**config.mk**
```make
export PLATFORM = sky130hd
export DESIGN_NAME = serial_alu_seq
export DESIGN_NICKNAME = d
export VERILOG_FILES = /design/src/rtl/alu_seq_pkg.sv /design/src/rtl/serial_operand_reg.sv /design/src/rtl/serial_alu_seq.sv
export SDC_FILE = /design/constraint.sdc
export NUM_CORES = 1
export LEC_CHECK = 0
export ABC_AREA = 1
export BUFFER_PORTS_ARGS = -buffer_cell sky130_fd_sc_hd__buf_4
export CORE_MARGIN = 10
export CORE_UTILIZATION = 56
export CTS_BUF_LIST = sky130_fd_sc_hd__clkbuf_4
export CTS_CLUSTER_DIAMETER = 120
export DETAILED_ROUTE_END_ITERATION = 8
export PLACE_DENSITY = 0.86
export SETUP_SLACK_MARGIN = 0.5
export SLEW_MARGIN = 5
export SYNTH_ARGS = -nofsm -noshare
export SYNTH_HDL_FRONTEND = slang
export SYNTH_SLANG_ARGS = --single-unit
```
**constraint.sdc**
```tcl
create_clock -name clk -period 1.73 [get_ports clk]
set_input_delay 0.0865 -clock clk [delete_from_list [all_inputs] [get_ports clk]]
set_output_delay 0.0865 -clock clk [all_outputs]
set_load 0.005 [all_outputs]
```
**src/rtl/alu_seq_pkg.sv**
```systemverilog
// Shared definitions for the bit-serial ALU sequencer.
// Holds the opcode constants, the slice_op encodings, the FSM state enumeration,
// and small decode helpers used by serial_alu_seq.
package alu_seq_pkg;

    localparam logic [3:0] OP_AND = 4'b0000;
    localparam logic [3:0] OP_OR  = 4'b0001;
    localparam logic [3:0] OP_ADD = 4'b0010;
    localparam logic [3:0] OP_SUB = 4'b0110;
    localparam logic [3:0] OP_SLT = 4'b0111;
    localparam logic [3:0] OP_NOR = 4'b1100;

    localparam logic [1:0] SOP_AND  = 2'b00;
    localparam logic [1:0] SOP_OR   = 2'b01;
    localparam logic [1:0] SOP_SUM  = 2'b10;
    localparam logic [1:0] SOP_LESS = 2'b11;

    typedef enum logic [1:0] {
        ST_IDLE = 2'd0,
        ST_EXEC = 2'd1,
        ST_DONE = 2'd2
    } state_t;

    typedef struct packed {
        logic       ainv;
        logic       binv;
        logic [1:0] op;
    } slice_ctl_t;

    function automatic logic op_legal(input logic [3:0] op);
        return (op == OP_AND) || (op == OP_OR)  || (op == OP_ADD) ||
               (op == OP_SUB) || (op == OP_SLT) || (op == OP_NOR);
    endfunction

    // Arithmetic ops report carry/overflow from the MSB slice.
    function automatic logic op_is_arith(input logic [3:0] op);
        return (op == OP_ADD) || (op == OP_SUB) || (op == OP_SLT);
    endfunction

    function automatic slice_ctl_t op_decode(input logic [3:0] op);
        slice_ctl_t c;
        c = '{ainv: 1'b0, binv: 1'b0, op: SOP_AND};
        case (op)
            OP_OR:   c.op = SOP_OR;
            OP_ADD:  c.op = SOP_SUM;
            OP_SUB:  begin c.op = SOP_SUM; c.binv = 1'b1; end
            OP_SLT:  begin c.op = SOP_SUM; c.binv = 1'b1; end
            OP_NOR:  begin c.op = SOP_AND; c.ainv = 1'b1; c.binv = 1'b1; end
            default: c.op = SOP_AND;
        endcase
        return c;
    endfunction

endpackage

```
**src/rtl/serial_operand_reg.sv**
```systemverilog
// WIDTH-bit load/shift register presenting one operand bit per cycle, LSB first.
// Ports: load_i captures d_i; shift_i moves the word right by one (zero fill);
// bit_o is the current least-significant bit.
module serial_operand_reg #(
    parameter int WIDTH = 8
) (
    input  logic             clk,
    input  logic             rst_n,
    input  logic             load_i,
    input  logic             shift_i,
    input  logic [WIDTH-1:0] d_i,
    output logic             bit_o
);

    logic [WIDTH-1:0] data_q;

    always_ff @(posedge clk or negedge rst_n) begin
        if (!rst_n) begin
            data_q <= '0;
        end else if (load_i) begin
            data_q <= d_i;
        end else if (shift_i) begin
            data_q <= {1'b0, data_q[WIDTH-1:1]};
        end
    end

    assign bit_o = data_q[0];

endmodule

```
**src/rtl/serial_alu_seq.sv**
```systemverilog
// Bit-serial ALU sequencer driving an external 1-bit ALU slice, one bit per cycle.
// Ports: start/opcode/a_in/b_in request; slice_* to/from the external slice;
// busy/done/result and zero/overflow/carry_out/illegal status.
module serial_alu_seq
    import alu_seq_pkg::*;
#(
    parameter int WIDTH = 8
) (
    input  logic             clk,
    input  logic             rst_n,
    input  logic             start,
    input  logic [3:0]       opcode,
    input  logic [WIDTH-1:0] a_in,
    input  logic [WIDTH-1:0] b_in,
    output logic             slice_a,
    output logic             slice_b,
    output logic             slice_ainv,
    output logic             slice_binv,
    output logic             slice_cin,
    output logic             slice_less,
    output logic [1:0]       slice_op,
    input  logic             slice_result,
    input  logic             slice_cout,
    output logic             busy,
    output logic             done,
    output logic [WIDTH-1:0] result,
    output logic             zero,
    output logic             overflow,
    output logic             carry_out,
    output logic             illegal
);

    localparam int IW = (WIDTH > 1) ? $clog2(WIDTH) : 1;
    localparam logic [IW-1:0] LAST_IDX = IW'(WIDTH - 1);

    state_t           state_q, state_d;
    logic [IW-1:0]    idx_q, idx_d;
    logic             carry_q, carry_d;
    logic [WIDTH-1:0] result_q, result_d;
    logic             zero_q, zero_d;
    logic             ovf_q, ovf_d;
    logic             cout_q, cout_d;
    logic             ill_q, ill_d;
    logic [3:0]       op_q, op_d;

    logic       load, shift;
    logic       a_bit, b_bit;
    logic       cin;
    logic       ovf_msb;
    slice_ctl_t ctl;

    serial_operand_reg #(.WIDTH(WIDTH)) u_a_reg (
        .clk(clk), .rst_n(rst_n), .load_i(load), .shift_i(shift), .d_i(a_in), .bit_o(a_bit)
    );

    serial_operand_reg #(.WIDTH(WIDTH)) u_b_reg (
        .clk(clk), .rst_n(rst_n), .load_i(load), .shift_i(shift), .d_i(b_in), .bit_o(b_bit)
    );

    always_ff @(posedge clk or negedge rst_n) begin
        if (!rst_n) begin
            state_q  <= ST_IDLE;
            idx_q    <= '0;
            carry_q  <= 1'b0;
            result_q <= '0;
            zero_q   <= 1'b0;
            ovf_q    <= 1'b0;
            cout_q   <= 1'b0;
            ill_q    <= 1'b0;
            op_q     <= OP_AND;
        end else begin
            state_q  <= state_d;
            idx_q    <= idx_d;
            carry_q  <= carry_d;
            result_q <= result_d;
            zero_q   <= zero_d;
            ovf_q    <= ovf_d;
            cout_q   <= cout_d;
            ill_q    <= ill_d;
            op_q     <= op_d;
        end
    end

    always_comb begin
        state_d  = state_q;
        idx_d    = idx_q;
        carry_d  = carry_q;
        result_d = result_q;
        zero_d   = zero_q;
        ovf_d    = ovf_q;
        cout_d   = cout_q;
        ill_d    = ill_q;
        op_d     = op_q;
        load     = 1'b0;
        shift    = 1'b0;
        cin      = 1'b0;
        ovf_msb  = 1'b0;
        ctl      = '{ainv: 1'b0, binv: 1'b0, op: SOP_AND};

        slice_a    = 1'b0;
        slice_b    = 1'b0;
        slice_ainv = 1'b0;
        slice_binv = 1'b0;
        slice_cin  = 1'b0;
        slice_op   = SOP_AND;

        case (state_q)
            ST_IDLE: begin
                if (start) begin
                    load     = 1'b1;
                    op_d     = opcode;
                    idx_d    = '0;
                    carry_d  = 1'b0;
                    result_d = '0;
                    zero_d   = 1'b0;
                    ovf_d    = 1'b0;
                    cout_d   = 1'b0;
                    ill_d    = 1'b0;
                    if (op_legal(opcode)) begin
                        state_d = ST_EXEC;
                    end else begin
                        // Illegal ops skip execution and report result 0 with only illegal set.
                        ill_d   = 1'b1;
                        state_d = ST_DONE;
                    end
                end
            end
            ST_EXEC: begin
                ctl = op_decode(op_q);
                // Bit 0 takes its carry-in from binv so SUB/SLT form the two's complement +1.
                cin = (idx_q == '0) ? ctl.binv : carry_q;

                slice_a    = a_bit;
                slice_b    = b_bit;
                slice_ainv = ctl.ainv;
                slice_binv = ctl.binv;
                slice_cin  = cin;
                slice_op   = ctl.op;

                shift            = 1'b1;
                carry_d          = slice_cout;
                result_d[idx_q]  = slice_result;
                idx_d            = idx_q + 1'b1;

                if (idx_q == LAST_IDX) begin
                    state_d = ST_DONE;
                    idx_d   = '0;
                    ovf_msb = cin ^ slice_cout;
                    if (op_is_arith(op_q)) begin
                        cout_d = slice_cout;
                        ovf_d  = ovf_msb;
                    end
                    // SLT: sign of the difference corrected for overflow; flags suppressed.
                    if (op_q == OP_SLT) begin
                        result_d = {{(WIDTH-1){1'b0}}, slice_result ^ ovf_msb};
                        cout_d   = 1'b0;
                        ovf_d    = 1'b0;
                    end
                    zero_d = (result_d == '0);
                end
            end
            ST_DONE: begin
                state_d = ST_IDLE;
            end
            default: begin
                state_d = ST_IDLE;
            end
        endcase
    end

    assign slice_less = 1'b0;
    assign busy       = (state_q != ST_IDLE);
    assign done       = (state_q == ST_DONE);
    assign result     = result_q;
    assign zero       = zero_q;
    assign overflow   = ovf_q;
    assign carry_out  = cout_q;
    assign illegal    = ill_q;

endmodule

```
==> reports/qor.log, run 1 <==
INFO  outcome        stop_stage=5_1_grt
INFO  logic_synthesis synth_fa_ha_area_share=1.835%
INFO  logic_synthesis async_reset_ff_share=100.0%
INFO  logic_synthesis cells_after_synthesis=251
INFO  logic_synthesis synth_cell_types=35
INFO  global_route   largest_net_degree_at_the_start_of_global_routing=39
INFO  placed_design  io_buffers=45
INFO  logic_synthesis netlist.area_leader.share=46.48%
INFO  die            chipWidth=80.44µm
INFO  logic_synthesis synth-compound-area-share=14.01%
INFO  logic_synthesis synth_simple_gate_area_share=26.61%
INFO  logic_synthesis netlist_top_cells_area=dfrtp_1 (46%), nand2_1 (14%), nand3_1 (5.6%)
INFO  logic_synthesis ys_ff_latch=38
INFO  logic_synthesis synthesis.area_per_instance=8.150µm²
INFO  placed_design  detailedPlacementHpwl=3434µm
INFO  die            count_of_pins_on_the_block_boundary=47
INFO  clocking       htreeDepth=2
INFO  logic_synthesis synth_most_common_cell=nand2_1
INFO  outcome        outcome=did not finish
INFO  die            row_count=21
INFO  logic_synthesis synth_area=2046µm²
INFO  clocking       cts_bufs_inserted=5
INFO  logic_synthesis largest_family_of_logic_cells_by_synthesized_area=simple AND/OR/NAND/NOR gates
INFO  die            die-height=80.44µm
INFO  clocking       cts-root-to-sink-buffers=2
INFO  logic_synthesis seq_area_frac_synth=46.48%
INFO  logic_synthesis yosys_most_used_dff=dfrtp_1
INFO  sta            worst-endpoint-pin-kind=top-level output
INFO  logic_synthesis synth_fp_nets=279
INFO  logic_synthesis synth_xor_xnor_area_share=0.4281%
INFO  sta            worstEndpointGrtRepair=slice_cin
INFO  logic_synthesis muxShareOfSynthArea=0%
INFO  placed_design  dp_slack=0.03056ns
INFO  logic_synthesis ys_top_cells_by_count=nand2_1 (74), dfrtp_1 (38), inv_1 (29)
INFO  logic_synthesis synth_largest_area_cell=dfrtp_1
INFO  placed_design  routabilityCongestion=0.9071
INFO  die            initial_utilization=59.43%
INFO  clocking       clockRootBuffer=clkbuf_4
INFO  clocking       numClockSinks=38
INFO  outcome        stop_error=[ERROR DPL-0033] detailed placement checks failed during check placement.
INFO  logic_synthesis synth_enable_flop_cells=0
INFO  global_route   antenna_found_initial=0
INFO  logic_synthesis ys.warnings.count=0
## logic make-up after synthesis
logic type,count (synthesis)
AO/OA/AOI/OAI,41
other,1
buffers and inverters,45
adder cells (fa/ha/maj),3
flip-flops,38
AND/OR/NAND/NOR,122
XOR/XNOR,1
## stage by stage
stage / instance area [µm²] / hold WS [ns] / instances
global placement: 2409 / 0.07829 / 335
CTS: 3105 / 0.006305 / 389
detailed placement: 2409 / 0.07755 / 335
floorplan: 2068 / -0.2091 / 251
## repair_timing
| item | CTS |
|---|---|
| resized for setup | 60 |
| buffers inserted | 23 |
| hold endpoints to repair | 56 |
| pin swaps | 9 |
| gates cloned | 4 |
| setup endpoints to repair | 44 |
| hold buffers | 19 |
==> run 2, diff against run 1 <==
--- a/config.mk
+++ b/config.mk
@@ -8,12 +8,9 @@
 export ABC_AREA = 1
 export BUFFER_PORTS_ARGS = -buffer_cell sky130_fd_sc_hd__buf_4
 export CORE_MARGIN = 10
-export CORE_UTILIZATION = 56
-export CTS_BUF_LIST = sky130_fd_sc_hd__clkbuf_4
-export CTS_CLUSTER_DIAMETER = 120
+export CORE_UTILIZATION = 40
 export DETAILED_ROUTE_END_ITERATION = 8
-export PLACE_DENSITY = 0.86
-export SETUP_SLACK_MARGIN = 0.5
+export PLACE_DENSITY_LB_ADDON = 0.15
 export SLEW_MARGIN = 5
 export SYNTH_ARGS = -nofsm -noshare
 export SYNTH_HDL_FRONTEND = slang
==> run 2 against run 1 <==
The flow now finishes without violations. Synthesized area did not move. Synthesized cell count did not move.
==> reports/qor.log, run 2 <==
INFO  clocking       htreeDepth=2
INFO  global_route   global_route.overflow_total=0
INFO  die            core_area=4848µm²
INFO  logic_synthesis synth_cell_types=35
INFO  worst_setup_path reg_to_reg_critical_path_startpoint=idx_q[1]$_DFFE_PN0P_
INFO  routing        dr.first_iter.drc_count=61
INFO  flow_run       drv.max_cap_violation_count=0
INFO  logic_synthesis muxShareOfSynthArea=0%
INFO  pwr            power.leakage=1.365nW
INFO  clocking       numClockSinks=38
INFO  sta            fmax=616.1MHz
INFO  routing        viasPerCell=4.852
INFO  logic_synthesis synth-compound-area-share=14.01%
INFO  cells_and_area layout-area-overhead-vs-synth=28.93%
INFO  logic_synthesis synth_simple_gate_area_share=26.61%
INFO  cells_and_area antennaDiodeCount=0
INFO  cells_and_area final_net_count=332
INFO  routing        via_count=1805
INFO  die            count_of_pins_on_the_block_boundary=47
INFO  logic_synthesis yosys_most_used_dff=dfrtp_1
INFO  cells_and_area share_of_final_layout_standard_cells_stronger_than_drive_strength_1=29.51%
INFO  logic_synthesis ys_ff_latch=38
INFO  global_route   antenna_found_initial=0
INFO  global_route   grt_pass1_vias=1826
INFO  worst_setup_path timing.critical_path.fanout_max=7
INFO  logic_synthesis ys_top_cells_by_count=nand2_1 (74), dfrtp_1 (38), inv_1 (29)
INFO  clocking       cts_bufs_inserted=5
INFO  outcome        outcome=finished, final reports clean
INFO  worst_setup_path r2r_setup_slack=0.17ns
INFO  global_route   largest_net_degree_at_the_start_of_global_routing=39
INFO  routing        route.detailed.wl_per_inst=13.32µm
INFO  placed_design  detailedPlacementHpwl=3656µm
INFO  cells_and_area finish.instance_area=2638µm²
INFO  clocking       cts_tree=yes
INFO  sta            period_share=93.82%
INFO  logic_synthesis ys.warnings.count=0
INFO  sta            setup-violations-final=0
INFO  logic_synthesis synth_xor_xnor_area_share=0.4281%
INFO  sta            fin_crit=1.623ns
INFO  logic_synthesis synth_area=2046µm²
INFO  hold_path      hold_class=in2reg
INFO  logic_synthesis synth_fa_ha_area_share=1.835%
INFO  worst_setup_path cp-start-kind=flop
INFO  logic_synthesis synth_fp_nets=279
INFO  pwr            powerDensity=1681nW/µm²
INFO  clocking       clock_insertion_delay_worst_skew=0.29ns
INFO  worst_setup_path critical_path.endpoint=slice_cin
INFO  logic_synthesis async_reset_ff_share=100.0%
INFO  die            initial_utilization=42.19%
INFO  global_route   grt_pass1_wl=8625µm
INFO  cells_and_area final_cell_mix=nand2_1 (73), buf_4 (55), dfrtp_1 (36)
INFO  logic_synthesis netlist_top_cells_area=dfrtp_1 (46%), nand2_1 (14%), nand3_1 (5.6%)
INFO  logic_synthesis synth_enable_flop_cells=0
INFO  worst_setup_path critPathLaunch=idx_q[1]$_DFFE_PN0P_
INFO  placed_design  io_buffers=45
INFO  routing        antenna_violating_nets_post_route=0
INFO  sta            hold_viol_final=0
INFO  die            fp.dieArea=8375µm²
INFO  placed_design  detailed_place.area=2435µm²
INFO  cells_and_area final_common_cell=nand2_1
INFO  pwr            worst_ir_drop_vdd=0.0007351V
INFO  logic_synthesis synth_largest_area_cell=dfrtp_1
INFO  worst_setup_path reg2reg_depth=11
INFO  logic_synthesis largest_family_of_logic_cells_by_synthesized_area=simple AND/OR/NAND/NOR gates
INFO  sta            rsz_0062_raised_after_global_routing=yes
INFO  die            die-height=91.52µm
INFO  placed_design  dp_slack=0.1293ns
INFO  die            chipWidth=91.52µm
INFO  logic_synthesis synthesis.area_per_instance=8.150µm²
INFO  clocking       clockRootBuffer=clkbuf_8
INFO  worst_setup_path critical_path_arrival=1.54ns
INFO  worst_setup_path timing.critical_path.required=1.64ns
INFO  sta            timing.clock.skew=0.004476ns
INFO  clocking       cts-root-to-sink-buffers=2
INFO  placed_design  routabilityCongestion=0.8072
INFO  routing        drt_pre_antenna_iters=4
INFO  logic_synthesis netlist.area_leader.share=46.48%
INFO  die            row_count=25
INFO  cells_and_area layout.filler_cells=500
INFO  routing        drcViolationCount=0
INFO  global_route   grtUsageTotal=12.38%
INFO  sta            fin_setup_tns=0ns
INFO  clocking       clk_transition_reported_paths=0.08ns
INFO  logic_synthesis seq_area_frac_synth=46.48%
INFO  sta            finalWorstSetupSlack=0.1069ns
INFO  worst_setup_path timing.setup.critical_path_class=reg2out
INFO  logic_synthesis cells_after_synthesis=251
INFO  logic_synthesis synth_most_common_cell=nand2_1
INFO  routing        route.final.wire_length=4956µm
INFO  worst_setup_path crit_path_end_kind=output port
INFO  sta            slew_violations=0
INFO  worst_setup_path worst_r2r_endpoint=result[0]$_DFFE_PN0P_
run 2: cell counts after synthesis:
No cell type changed its count.
run 2: through the flow:
stage | util (%) | hold WS [ns] | power [mW] | instances
final | 54.40 | 0.004114 | 4.435 | 372
after global routing | 54.40 | 0.01080 | 4.840 | 372
after CTS | 53.37 | 0.00008571 | 4.378 | 368
after detailed placement | 50.22 | 0.09083 | 3.418 | 359
after global placement | 50.22 | 0.08918 | 3.378 | 359
after floorplan | - | -0.2091 | 2.842 | 251
run 2: area by class of cell:
| cell class | instances | area, µm² | share of cell area [%] |
|---|---|---|---|
| sequential | 38 | 953.4 | 36.15 |
| clock buffer | 6 | 82.58 | 3.131 |
| tap | 67 | 83.83 | 3.178 |
| clock inverter | 2 | 60.06 | 2.277 |
| inverter | 35 | 142.6 | 5.408 |
| timing repair buffer | 56 | 422.9 | 16.03 |
| multi-input combinational | 168 | 892.1 | 33.82 |
run 2: how the worst min path moves through the flow:
stage / to / start / cells past startpoint / slack, ns
2_1_floorplan: carry_out$_DFFE_PN0P_ / rst_n / 0 / -0.21
3_3_place_gp: zero$_DFFE_PN0P_ / rst_n / 1 / 0.09
3_5_place_dp: zero$_DFFE_PN0P_ / rst_n / 1 / 0.09
4_1_cts: u_b_reg.data_q[0]$_DFFE_PN0P_ / b_in[0] / 3 / 0.00009
5_1_grt: u_b_reg.data_q[0]$_DFFE_PN0P_ / b_in[0] / 3 / 0.01
6_report: u_b_reg.data_q[0]$_DFFE_PN0P_ / b_in[0] / 3 / 0.004
run 2: power by group:
group / internal (mW) / switching [mW]
Sequential: 1.25 / 0.248
Combinational: 0.837 / 1.15
Clock: 0.615 / 0.331
run 2: cell families after synthesis:
group,count (synthesis)
other,1
adders and majority gates,3
buffers and inverters,45
DFF,38
AOI/OAI and AO/OA,41
xor gates and xnor gates,1
and+or+nand+nor,122
run 2: worst max-delay path: stages, from the launching register on:
cell and delay, ns:
dfrtp_2 0.47, inv_4 0.09, ha_1 0.13, inv_1 0.05, nor2_1 0.11, nand3_2 0.12, nand2_2 0.09, nor2_1 0.05
buf_4 0.13
run 2: timing repair:
item,4_1_cts,5_1_grt
endpoints found under the hold margin,38,0
resized for setup,0,7
buffers inserted,0,4
setup endpoints to repair,0,5
hold buffers,1,0
run 2: per-layer routing:
metal  GRT usage [%]  part of all wire (%)  vias to the layer above
li1                -                     -                      924
met1           15.60                    45                      830
met2           19.49                    48                       44
met3           3.951                   6.1                        7
met4           4.047                   1.5                        0
met5               0                     0                        -
No activity file was read; power rests on OpenSTA's default activity.
